===== config.mk =====
export PLATFORM = sky130hd
export DESIGN_NAME = copro_exec_ctrl
export DESIGN_NICKNAME = d
export VERILOG_FILES = /design/src/rtl/cvxif_instr_pkg.sv /design/src/rtl/copro_instr_queue.sv /design/src/rtl/copro_exec_ctrl.sv
export SDC_FILE = /design/constraint.sdc
export NUM_CORES = 1
export LEC_CHECK = 0
export CAP_MARGIN = 20
export CORE_ASPECT_RATIO = 0.75
export CORE_MARGIN = 2
export CORE_UTILIZATION = 45
export CTS_BUF_LIST = sky130_fd_sc_hd__clkbuf_4 sky130_fd_sc_hd__clkbuf_8 sky130_fd_sc_hd__clkbuf_16
export CTS_CLUSTER_SIZE = 10
export DETAILED_ROUTE_END_ITERATION = 16
export MAX_ROUTING_LAYER = met4
export PLACE_DENSITY_LB_ADDON = 0.08
export SLEW_MARGIN = 20
export SYNTH_ARGS = -nofsm -noshare
export SYNTH_HDL_FRONTEND = slang
export SYNTH_HIERARCHICAL = 1
export SYNTH_SLANG_ARGS = --single-unit

===== constraint.sdc =====
create_clock -name clk_i -period 2.9 [get_ports clk_i]
set_input_delay 0.29 -clock clk_i [delete_from_list [all_inputs] [get_ports clk_i]]
set_output_delay 0.29 -clock clk_i [all_outputs]
set_load 0.01 [all_outputs]

===== src/rtl/cvxif_instr_pkg.sv =====
`default_nettype none
// +----------------------------------------------------------------------------+
// | cvxif_instr_pkg : shared types for the custom-vector coprocessor           |
// | Rev 1.0 - initial release                                                  |
// +----------------------------------------------------------------------------+
package cvxif_instr_pkg;

  localparam int unsigned c_id_width   = 4;
  localparam int unsigned c_vlen_width = 4;
  localparam int unsigned c_op_width   = 3;

  typedef logic [c_vlen_width-1:0] vlen_t;

  typedef enum logic [c_op_width-1:0] {
    VEC_ADD = 3'd0,
    VEC_SUB = 3'd1,
    VEC_MUL = 3'd2,
    VEC_AND = 3'd3,
    VEC_OR  = 3'd4,
    VEC_XOR = 3'd5,
    VEC_SLL = 3'd6,
    VEC_SRL = 3'd7
  } custom_vec_op_e;

  typedef struct packed {
    logic [c_id_width-1:0] id;
    logic [4:0]            rd;
    logic                  we;
    custom_vec_op_e        op;
    vlen_t                 vlen;
    logic                  committed;
    logic                  killed;
  } copro_queue_entry_t;

  typedef enum logic [1:0] {
    ST_IDLE = 2'd0,
    ST_EXEC = 2'd1,
    ST_RESP = 2'd2
  } copro_exec_state_e;

  function automatic logic id_match(input copro_queue_entry_t e,
                                    input logic [c_id_width-1:0] id);
    return e.id == id;
  endfunction

endpackage
`default_nettype wire


===== src/rtl/copro_instr_queue.sv =====
`default_nettype none
// +----------------------------------------------------------------------------+
// | copro_instr_queue : in-order instruction buffer with commit/kill by id     |
// | Rev 1.0 - initial release                                                  |
// +----------------------------------------------------------------------------+
module copro_instr_queue
  import cvxif_instr_pkg::*;
#(
  parameter int unsigned QueueDepth = 4
) (
  input  logic                  clk_i,
  input  logic                  rst_ni,
  input  logic                  push_i,
  input  copro_queue_entry_t    push_entry_i,
  input  logic                  pop_i,
  input  logic                  commit_valid_i,
  input  logic [c_id_width-1:0] commit_id_i,
  input  logic                  commit_kill_i,
  output copro_queue_entry_t    head_o,
  output logic                  empty_o,
  output logic                  full_o
);

  localparam int unsigned c_ptr_w = $clog2(QueueDepth);

  copro_queue_entry_t r_mem [QueueDepth];
  logic [QueueDepth-1:0] r_valid;
  logic [c_ptr_w:0]      r_wr_ptr;
  logic [c_ptr_w:0]      r_rd_ptr;
  copro_queue_entry_t    w_push_entry;
  logic [c_ptr_w-1:0]    w_wr_idx;
  logic [c_ptr_w-1:0]    w_rd_idx;

  assign w_wr_idx = r_wr_ptr[c_ptr_w-1:0];
  assign w_rd_idx = r_rd_ptr[c_ptr_w-1:0];
  assign empty_o  = (r_wr_ptr == r_rd_ptr);
  assign full_o   = (w_wr_idx == w_rd_idx) && (r_wr_ptr[c_ptr_w] != r_rd_ptr[c_ptr_w]);
  assign head_o   = r_mem[w_rd_idx];

  // A commit arriving alongside the issue of the same id must not be lost.
  always_comb begin
    w_push_entry = push_entry_i;
    if (commit_valid_i && id_match(push_entry_i, commit_id_i)) begin
      w_push_entry.committed = 1'b1;
      w_push_entry.killed    = commit_kill_i;
    end
  end

  always_ff @(posedge clk_i or negedge rst_ni) begin
    if (!rst_ni) begin
      r_wr_ptr <= '0;
      r_rd_ptr <= '0;
      r_valid  <= '0;
      for (int i = 0; i < QueueDepth; i++) r_mem[i] <= '0;
    end else begin
      if (commit_valid_i) begin
        for (int i = 0; i < QueueDepth; i++) begin
          if (r_valid[i] && id_match(r_mem[i], commit_id_i)) begin
            r_mem[i].committed <= 1'b1;
            r_mem[i].killed    <= commit_kill_i;
          end
        end
      end
      if (push_i && !full_o) begin
        r_mem[w_wr_idx]   <= w_push_entry;
        r_valid[w_wr_idx] <= 1'b1;
        r_wr_ptr          <= r_wr_ptr + 1'b1;
      end
      if (pop_i && !empty_o) begin
        r_valid[w_rd_idx] <= 1'b0;
        r_rd_ptr          <= r_rd_ptr + 1'b1;
      end
    end
  end

endmodule
`default_nettype wire


===== src/rtl/copro_exec_ctrl.sv =====
`default_nettype none
// +----------------------------------------------------------------------------+
// | copro_exec_ctrl : issue/commit/result sequencer for the vector datapath    |
// | Rev 1.0 - initial release                                                  |
// +----------------------------------------------------------------------------+
module copro_exec_ctrl
  import cvxif_instr_pkg::*;
#(
  parameter int unsigned QueueDepth = 4,
  parameter int unsigned IdWidth    = 4,
  parameter int unsigned VlenWidth  = 4,
  parameter int unsigned OpWidth    = 3
) (
  input  logic                 clk_i,
  input  logic                 rst_ni,
  input  logic                 issue_valid_i,
  output logic                 issue_ready_o,
  input  logic [IdWidth-1:0]   issue_id_i,
  input  logic [4:0]           issue_rd_i,
  input  logic                 dec_accept_i,
  input  logic                 dec_writeback_i,
  input  logic [OpWidth-1:0]   dec_op_i,
  input  logic [VlenWidth-1:0] dec_vlen_i,
  input  logic                 commit_valid_i,
  input  logic [IdWidth-1:0]   commit_id_i,
  input  logic                 commit_kill_i,
  output logic                 exec_valid_o,
  output logic [OpWidth-1:0]   exec_op_o,
  output logic [VlenWidth-1:0] exec_elem_o,
  output logic                 exec_last_o,
  output logic                 result_valid_o,
  input  logic                 result_ready_i,
  output logic [IdWidth-1:0]   result_id_o,
  output logic [4:0]           result_rd_o,
  output logic                 result_we_o,
  output logic                 busy_o
);

  copro_exec_state_e    r_state;
  copro_queue_entry_t   w_push_entry;
  copro_queue_entry_t   w_head;
  logic                 w_empty;
  logic                 w_full;
  logic                 w_push;
  logic                 w_pop;

  logic [IdWidth-1:0]   r_cur_id;
  logic [4:0]           r_cur_rd;
  logic                 r_cur_we;
  logic [OpWidth-1:0]   r_cur_op;
  logic [VlenWidth-1:0] r_cur_vlen;
  logic [VlenWidth-1:0] r_elem;
  logic                 r_exec_valid;
  logic                 r_exec_last;
  logic                 r_result_valid;

  assign issue_ready_o = !w_full;
  assign w_push        = issue_valid_i && !w_full && dec_accept_i;
  // Killed heads are popped too; the FSM just does not load them.
  assign w_pop         = (r_state == ST_IDLE) && !w_empty && w_head.committed;

  always_comb begin
    w_push_entry      = '0;
    w_push_entry.id   = issue_id_i;
    w_push_entry.rd   = issue_rd_i;
    w_push_entry.we   = dec_writeback_i;
    w_push_entry.op   = custom_vec_op_e'(dec_op_i);
    w_push_entry.vlen = dec_vlen_i;
  end

  copro_instr_queue #(
    .QueueDepth(QueueDepth)
  ) u_queue (
    .clk_i          (clk_i),
    .rst_ni         (rst_ni),
    .push_i         (w_push),
    .push_entry_i   (w_push_entry),
    .pop_i          (w_pop),
    .commit_valid_i (commit_valid_i),
    .commit_id_i    (commit_id_i),
    .commit_kill_i  (commit_kill_i),
    .head_o         (w_head),
    .empty_o        (w_empty),
    .full_o         (w_full)
  );

  always_ff @(posedge clk_i or negedge rst_ni) begin
    if (!rst_ni) begin
      r_state        <= ST_IDLE;
      r_cur_id       <= '0;
      r_cur_rd       <= '0;
      r_cur_we       <= 1'b0;
      r_cur_op       <= '0;
      r_cur_vlen     <= '0;
      r_elem         <= '0;
      r_exec_valid   <= 1'b0;
      r_exec_last    <= 1'b0;
      r_result_valid <= 1'b0;
    end else begin
      case (r_state)
        ST_IDLE: begin
          if (w_pop && !w_head.killed) begin
            r_cur_id   <= w_head.id;
            r_cur_rd   <= w_head.rd;
            r_cur_we   <= w_head.we;
            r_cur_op   <= w_head.op;
            r_cur_vlen <= w_head.vlen;
            r_elem     <= '0;
            if (w_head.vlen != '0) begin
              r_state      <= ST_EXEC;
              r_exec_valid <= 1'b1;
              r_exec_last  <= (w_head.vlen == vlen_t'(1));
            end else begin
              r_state        <= ST_RESP;
              r_result_valid <= 1'b1;
            end
          end
        end
        ST_EXEC: begin
          if (r_exec_last) begin
            r_state        <= ST_RESP;
            r_exec_valid   <= 1'b0;
            r_exec_last    <= 1'b0;
            r_elem         <= '0;
            r_result_valid <= 1'b1;
          end else begin
            r_elem      <= r_elem + VlenWidth'(1);
            r_exec_last <= (r_elem + VlenWidth'(1)) == (r_cur_vlen - VlenWidth'(1));
          end
        end
        ST_RESP: begin
          if (result_ready_i) begin
            r_state        <= ST_IDLE;
            r_result_valid <= 1'b0;
          end
        end
        default: r_state <= ST_IDLE;
      endcase
    end
  end

  assign exec_valid_o   = r_exec_valid;
  assign exec_op_o      = r_cur_op;
  assign exec_elem_o    = r_elem;
  assign exec_last_o    = r_exec_last;
  assign result_valid_o = r_result_valid;
  assign result_id_o    = r_cur_id;
  assign result_rd_o    = r_cur_rd;
  assign result_we_o    = r_cur_we;
  assign busy_o         = !w_empty || (r_state != ST_IDLE);

endmodule
`default_nettype wire


After elaboration in Yosys (flattened, before gate mapping)
Cells that the tools add are included.

Register bits: 112. Output and inout port bits: 22. Word-level logic and storage cells: 148.

Add/subtract/negate cells: 4. Magnitude comparators: 7. Eq/ne operators: 17. Muxes and demuxes: 43. Bitwise gates (word level): 5. Reductions and logical operators: 31.

Operator list (number): $bwmux W76 (1); $mux W59 (1); $mux W19 (3); $bmux W19 S2 (1); $demux W19 S2 (1); $mux W2 (13); $eq A4 B4 Y1 (6); $logic_and A1 B1 Y1 (16); $mux W4 (4); $mux W1 (12); $pmux W4 S2 (1); $add A3 B1 Y3 const B (2); $ge A3 B3 Y1 const B (2); $lt A2 B3 Y1 const B (2); $ne A2 B2 Y1 const B (3); $not A2 Y3 (2); $pmux W2 S3 (1); $reduce_and A3 Y1 (2); $reduce_and A5 Y1 (1); $add A4 B1 Y4 const B (1); $and A4 B4 Y4 (1); $demux W1 S2 (2); $eq A4 B1 Y1 const B (1); $ge A2 B1 Y1 const B (2); 20 further kinds (26).

Longest topological paths before layout
Word-level depth: 9. Mapped depth: 10.

Modules after synthesis
The synthesis kept the hierarchy.

Modules (own cells, without submodules): copro_instr_queue (times used 1, cells each 288, area each 4423.0 um^2, sequential area each 2152.1 um^2); copro_exec_ctrl (times used 1, cells each 131, area each 1172.4 um^2, sequential area each 650.6 um^2).

Worst setup path after synthesis
Ideal clock, no wire load.

Kind: register to register. From: register u_queue.r_rd_ptr[0]. To: register r_cur_op[0] (netlist: exec_op_o[0]). Library setup time: 0.065 ns. Arrival: 2.115 ns. Setup slack: 0.720 ns. Stages on the path, launching flop included: 9. Cell sequence: dfrtp_1 -> buf_2 -> mux4_2 -> nor4b_1 -> nand2b_1 -> clkbuf_1 -> clkbuf_1 -> nand2_1 -> nand2_1.

RTL lines: from (decl) (line copro_instr_queue.sv:29) `logic [c_ptr_w:0] r_rd_ptr;`; from (signal assigned) (line copro_instr_queue.sv:71) `r_rd_ptr <= r_rd_ptr + 1'b1;`; to (signal assigned) (line copro_exec_ctrl.sv:106) `r_cur_op <= w_head.op;`; to (decl) (line copro_exec_ctrl.sv:50) `logic [OpWidth-1:0] r_cur_op;`.

==> metrics.md <==
| Metric | Value |
|---|---|
| Status | `completed` |
| Post-CTS Hold Buffers | `1` |
| CTS buffer count | `9` |
| Fin. Hold Viols | `0` |
| Cell area after synthesis | `5600 µm²` |
| Max Cap Viol | `0` |
| Leak | `0.00289 µW` |
| Post-synth EDFFs | `0` |
| Clock-pin slew on the worst setup and hold paths | `80 ps` |
| Area leader, netlist | `dfrtp_1` |
| Die Wd | `133 µm` |
| Worst slew margin | `56.4%` |
| Post-synth ARST share | `100%` |
| Synth Flop Type | `dfrtp_1` |
| Setup violations, final | `0` |
| Post_cts resized | `0` |
| Setup TNS | `0 ps` |
| All-Layer GR Usage | `20.0%` |
| Crit path to | `result_id_o[2]` |
| CP max-delay cell | `dfrtp_1` |
| Maximum fanout along the worst path | `16` |
| Top Family by Delay on Critical Path | `simple AND/OR/NAND/NOR gates` |
| Count leader, synth | `dfrtp_1` |
| Final period utilization | `85.1%` |
| CP Cell Sequence | `buf_12 > mux4_2 > nor4b_1 > nand2b_1 > buf_4 > nand2_1 > nand2_1` |
| Arrival time at the worst endpoint | `2710 ps` |
| Drc violations | `0` |
| Startpoint class of the critical path | `flop` |
| FMAX | `405 MHz` |
| Worst setup path start | `u_queue/r_rd_ptr[1]` |
| I/O pin cnt | `50` |
| CP bufs+invs | `2` |
| WS Path Type | `reg -> reg` |
| Synthesis-to-layout area growth | `17.0%` |
| Critical Path Max Stage Delay | `560 ps` |
| Hold Path Class | `in -> async` |
| Remaining global-route overflow | `0` |
| Synth Instances | `419` |
| Inserted Diodes | `0` |
| Sequential share of power | `38.3%` |
| Sequential fraction of the synthesis area | `50.1%` |
| Die Y | `101 µm` |
| Power Density | `1170 nW/µm²` |
| FP Rows | `35` |
| Synth Register Bits | `112` |
| Largest net degree at the start of global routing | `53` |
| Post-layout min period | `2470 ps` |
| RSZ-0062 raised after global routing | `no` |
| Routed WL | `12,000 µm` |
| Yosys top cell area share | `50.1%` |
| Postcts setup bufs | `0` |
| First-pass GRT wire length | `19,700 µm` |
| Slew Limit Fails | `0` |
| I/O Buffers | `49` |
| Layout cell share with drive strength beyond 1 | `25.8%` |
| Synth Area per Inst | `13.4 µm²` |
| Vias per cell | `5.26` |
| P_int | `4990 µW` |
| Routed Antenna Nets | `0` |
| Crit path depth | `7` |
| Clk_skew | `10.1 ps` |
| R2r endpoint | `result_id_o[2]` |
| Bufs on Longest Clock Path | `2` |
| Cell mode on critical path | `nand2_1` |
| P_sw | `2650 µW` |
| Placed Cells | `626` |
| Worst vdd ir | `503 µV` |
| Netlist cell types | `47` |
| Die ar. | `13,400 µm²` |
| Fin nets | `510` |
| Number of global-route vias before repair | `3,473` |
| Vias | `3,382` |
| CP Data Required Time | `3140 ps` |
| Post-place setup slack | `477 ps` |
| Reg2reg start | `u_queue/r_rd_ptr[1]` |
| Worst skew pair latency | `350 ps` |
| # fillers | `1,018` |
| Router iterations before antenna repair | `4` |
| Worst-Margin Slew | `653 ps` |
| Core ar. | `12,200 µm²` |
| Logic pwr share | `44.8%` |
| CTS sink cnt | `112` |
| R2R Setup Slk | `430 ps` |
| Worst Setup Slack, final | `434 ps` |
| Final GP Congestion | `0.841` |
| Initial drt markers | `142` |
| TritonCTS clock tree | `built` |
| Warnings, synthesis | `6` |
| Post-DP HPWL | `8180 µm` |
| CTS H-Tree Depth | `3` |
| CTS root buf | `clkbuf_16` |
| Finished Layout Cells | `643` |
| Largest cells by area after synthesis | `dfrtp_1 50%, mux2_4 15%, mux4_2 7.6%, nand2_1 4.1%, ha_1 2.2%` |
| DR WL/cell | `18.6 µm` |
| Commonest cells in the netlist | `112 x dfrtp_1, 61 x nand2_1, 57 x mux2_4` |
| Starting density of the core | `45.8%` |
| Worst r2r path cells | `7` |
| Initial antenna violation count | `0` |
| Switch share | `34.7%` |
| Setup crit end kind | `flop` |
| Clk pwr share | `17.0%` |
==> power by group through the flow <==
stage               logic (µW)  clock network [µW]  registers, µW
floorplan                 2560                   0           2790
global placement          3370                   0           2940
detailed placement        3440                   0           2930
CTS                       3460                1330           2920
global route              3760                1390           3020
finish                    3420                1300           2920
==> cells in the final DEF (no fill, tap or decap), types with 9 or more instances in the layout <==
| cell | Yosys | routed |
|---|---|---|
| a21oi_1 | 12 | 12 |
| buf_4 | 1 | 14 |
| clkbuf_16 | 0 | 9 |
| clkdlybuf4s50_1 | 0 | 48 |
| dfrtp_1 | 112 | 112 |
| ha_1 | 10 | 10 |
| inv_1 | 14 | 14 |
| mux2_2 | 10 | 10 |
| mux2_4 | 57 | 57 |
| mux4_2 | 19 | 19 |
| nand2_1 | 61 | 61 |
| nor3_1 | 10 | 10 |
| o21ai_0 | 9 | 9 |
| xnor2_1 | 12 | 12 |
| xor2_1 | 13 | 13 |
==> state kept, by name (all words and copies together), names as in the netlist <==
name and cells:
u_queue/r_mem 76, result_rd_o 5, exec_elem_o 4, r_cur_vlen 4, result_id_o 4, u_queue/r_valid 4
exec_op_o 3, u_queue/r_rd_ptr 3, u_queue/r_wr_ptr 3, r_state 2, exec_last_o 1, exec_valid_o 1
result_valid_o 1, result_we_o 1
==> worst min path at each step <==
stage            from           endpoint  slack [ps]  depth (start not counted)
6_report       rst_ni  u_queue/r_mem[70]         430                          2
5_1_grt        rst_ni  u_queue/r_mem[70]         450                          2
4_1_cts        rst_ni  u_queue/r_mem[70]         430                          2
3_5_place_dp   rst_ni  u_queue/r_mem[70]         260                          1
3_3_place_gp   rst_ni  u_queue/r_mem[70]         270                          1
2_1_floorplan  rst_ni     exec_elem_o[0]          -6                          0
==> routing by layer <==
metal  GRT usage (%)  vias up  share of wire [%]
met5               -        -                  0
met4            5.29        0               0.82
met3            4.12        8                4.3
li1                -     1571                  -
met1            29.6     1738                 52
met2            28.0       65                 43
==> metrics by stage <==
step	hold WS, ps	util, %	power, µW	instance area [µm²]
detailed placement	264	50.9	6370	6220
finish	425	53.6	7640	6550
CTS	435	53.6	7700	6550
floorplan	-5.59	-	5350	5600
global route	449	53.6	8170	6550
global placement	265	50.9	6310	6220
==> layout make-up <==
class | instances | area (µm²) | area share, %
Clock buffer | 10 | 239 | 3.65
Timing Repair Buffer | 65 | 636 | 9.71
Sequential cell | 112 | 2800 | 42.8
Tap cell | 166 | 208 | 3.17
Multi-Input combinational cell | 269 | 2530 | 38.6
Inverter | 15 | 56.3 | 0.860
Clock inverter | 6 | 75.1 | 1.15
==> logic make-up (layout without fill, tap and decap cells) <==
| kind of cell | count (synthesis) | in the layout | synth area share [%] |
|---|---|---|---|
| flops | 112 | 112 | 50.1 |
| other cells | 1 | 2 | 0.0670 |
| fa+ha+maj | 10 | 10 | 2.24 |
| buf+inv | 39 | 96 | 4.76 |
| mux | 91 | 91 | 25.8 |
| xor+xnor | 26 | 26 | 4.20 |
| simple gates | 99 | 99 | 8.09 |
| compound gates | 41 | 41 | 4.70 |
(Power assumes the default switching activity.)
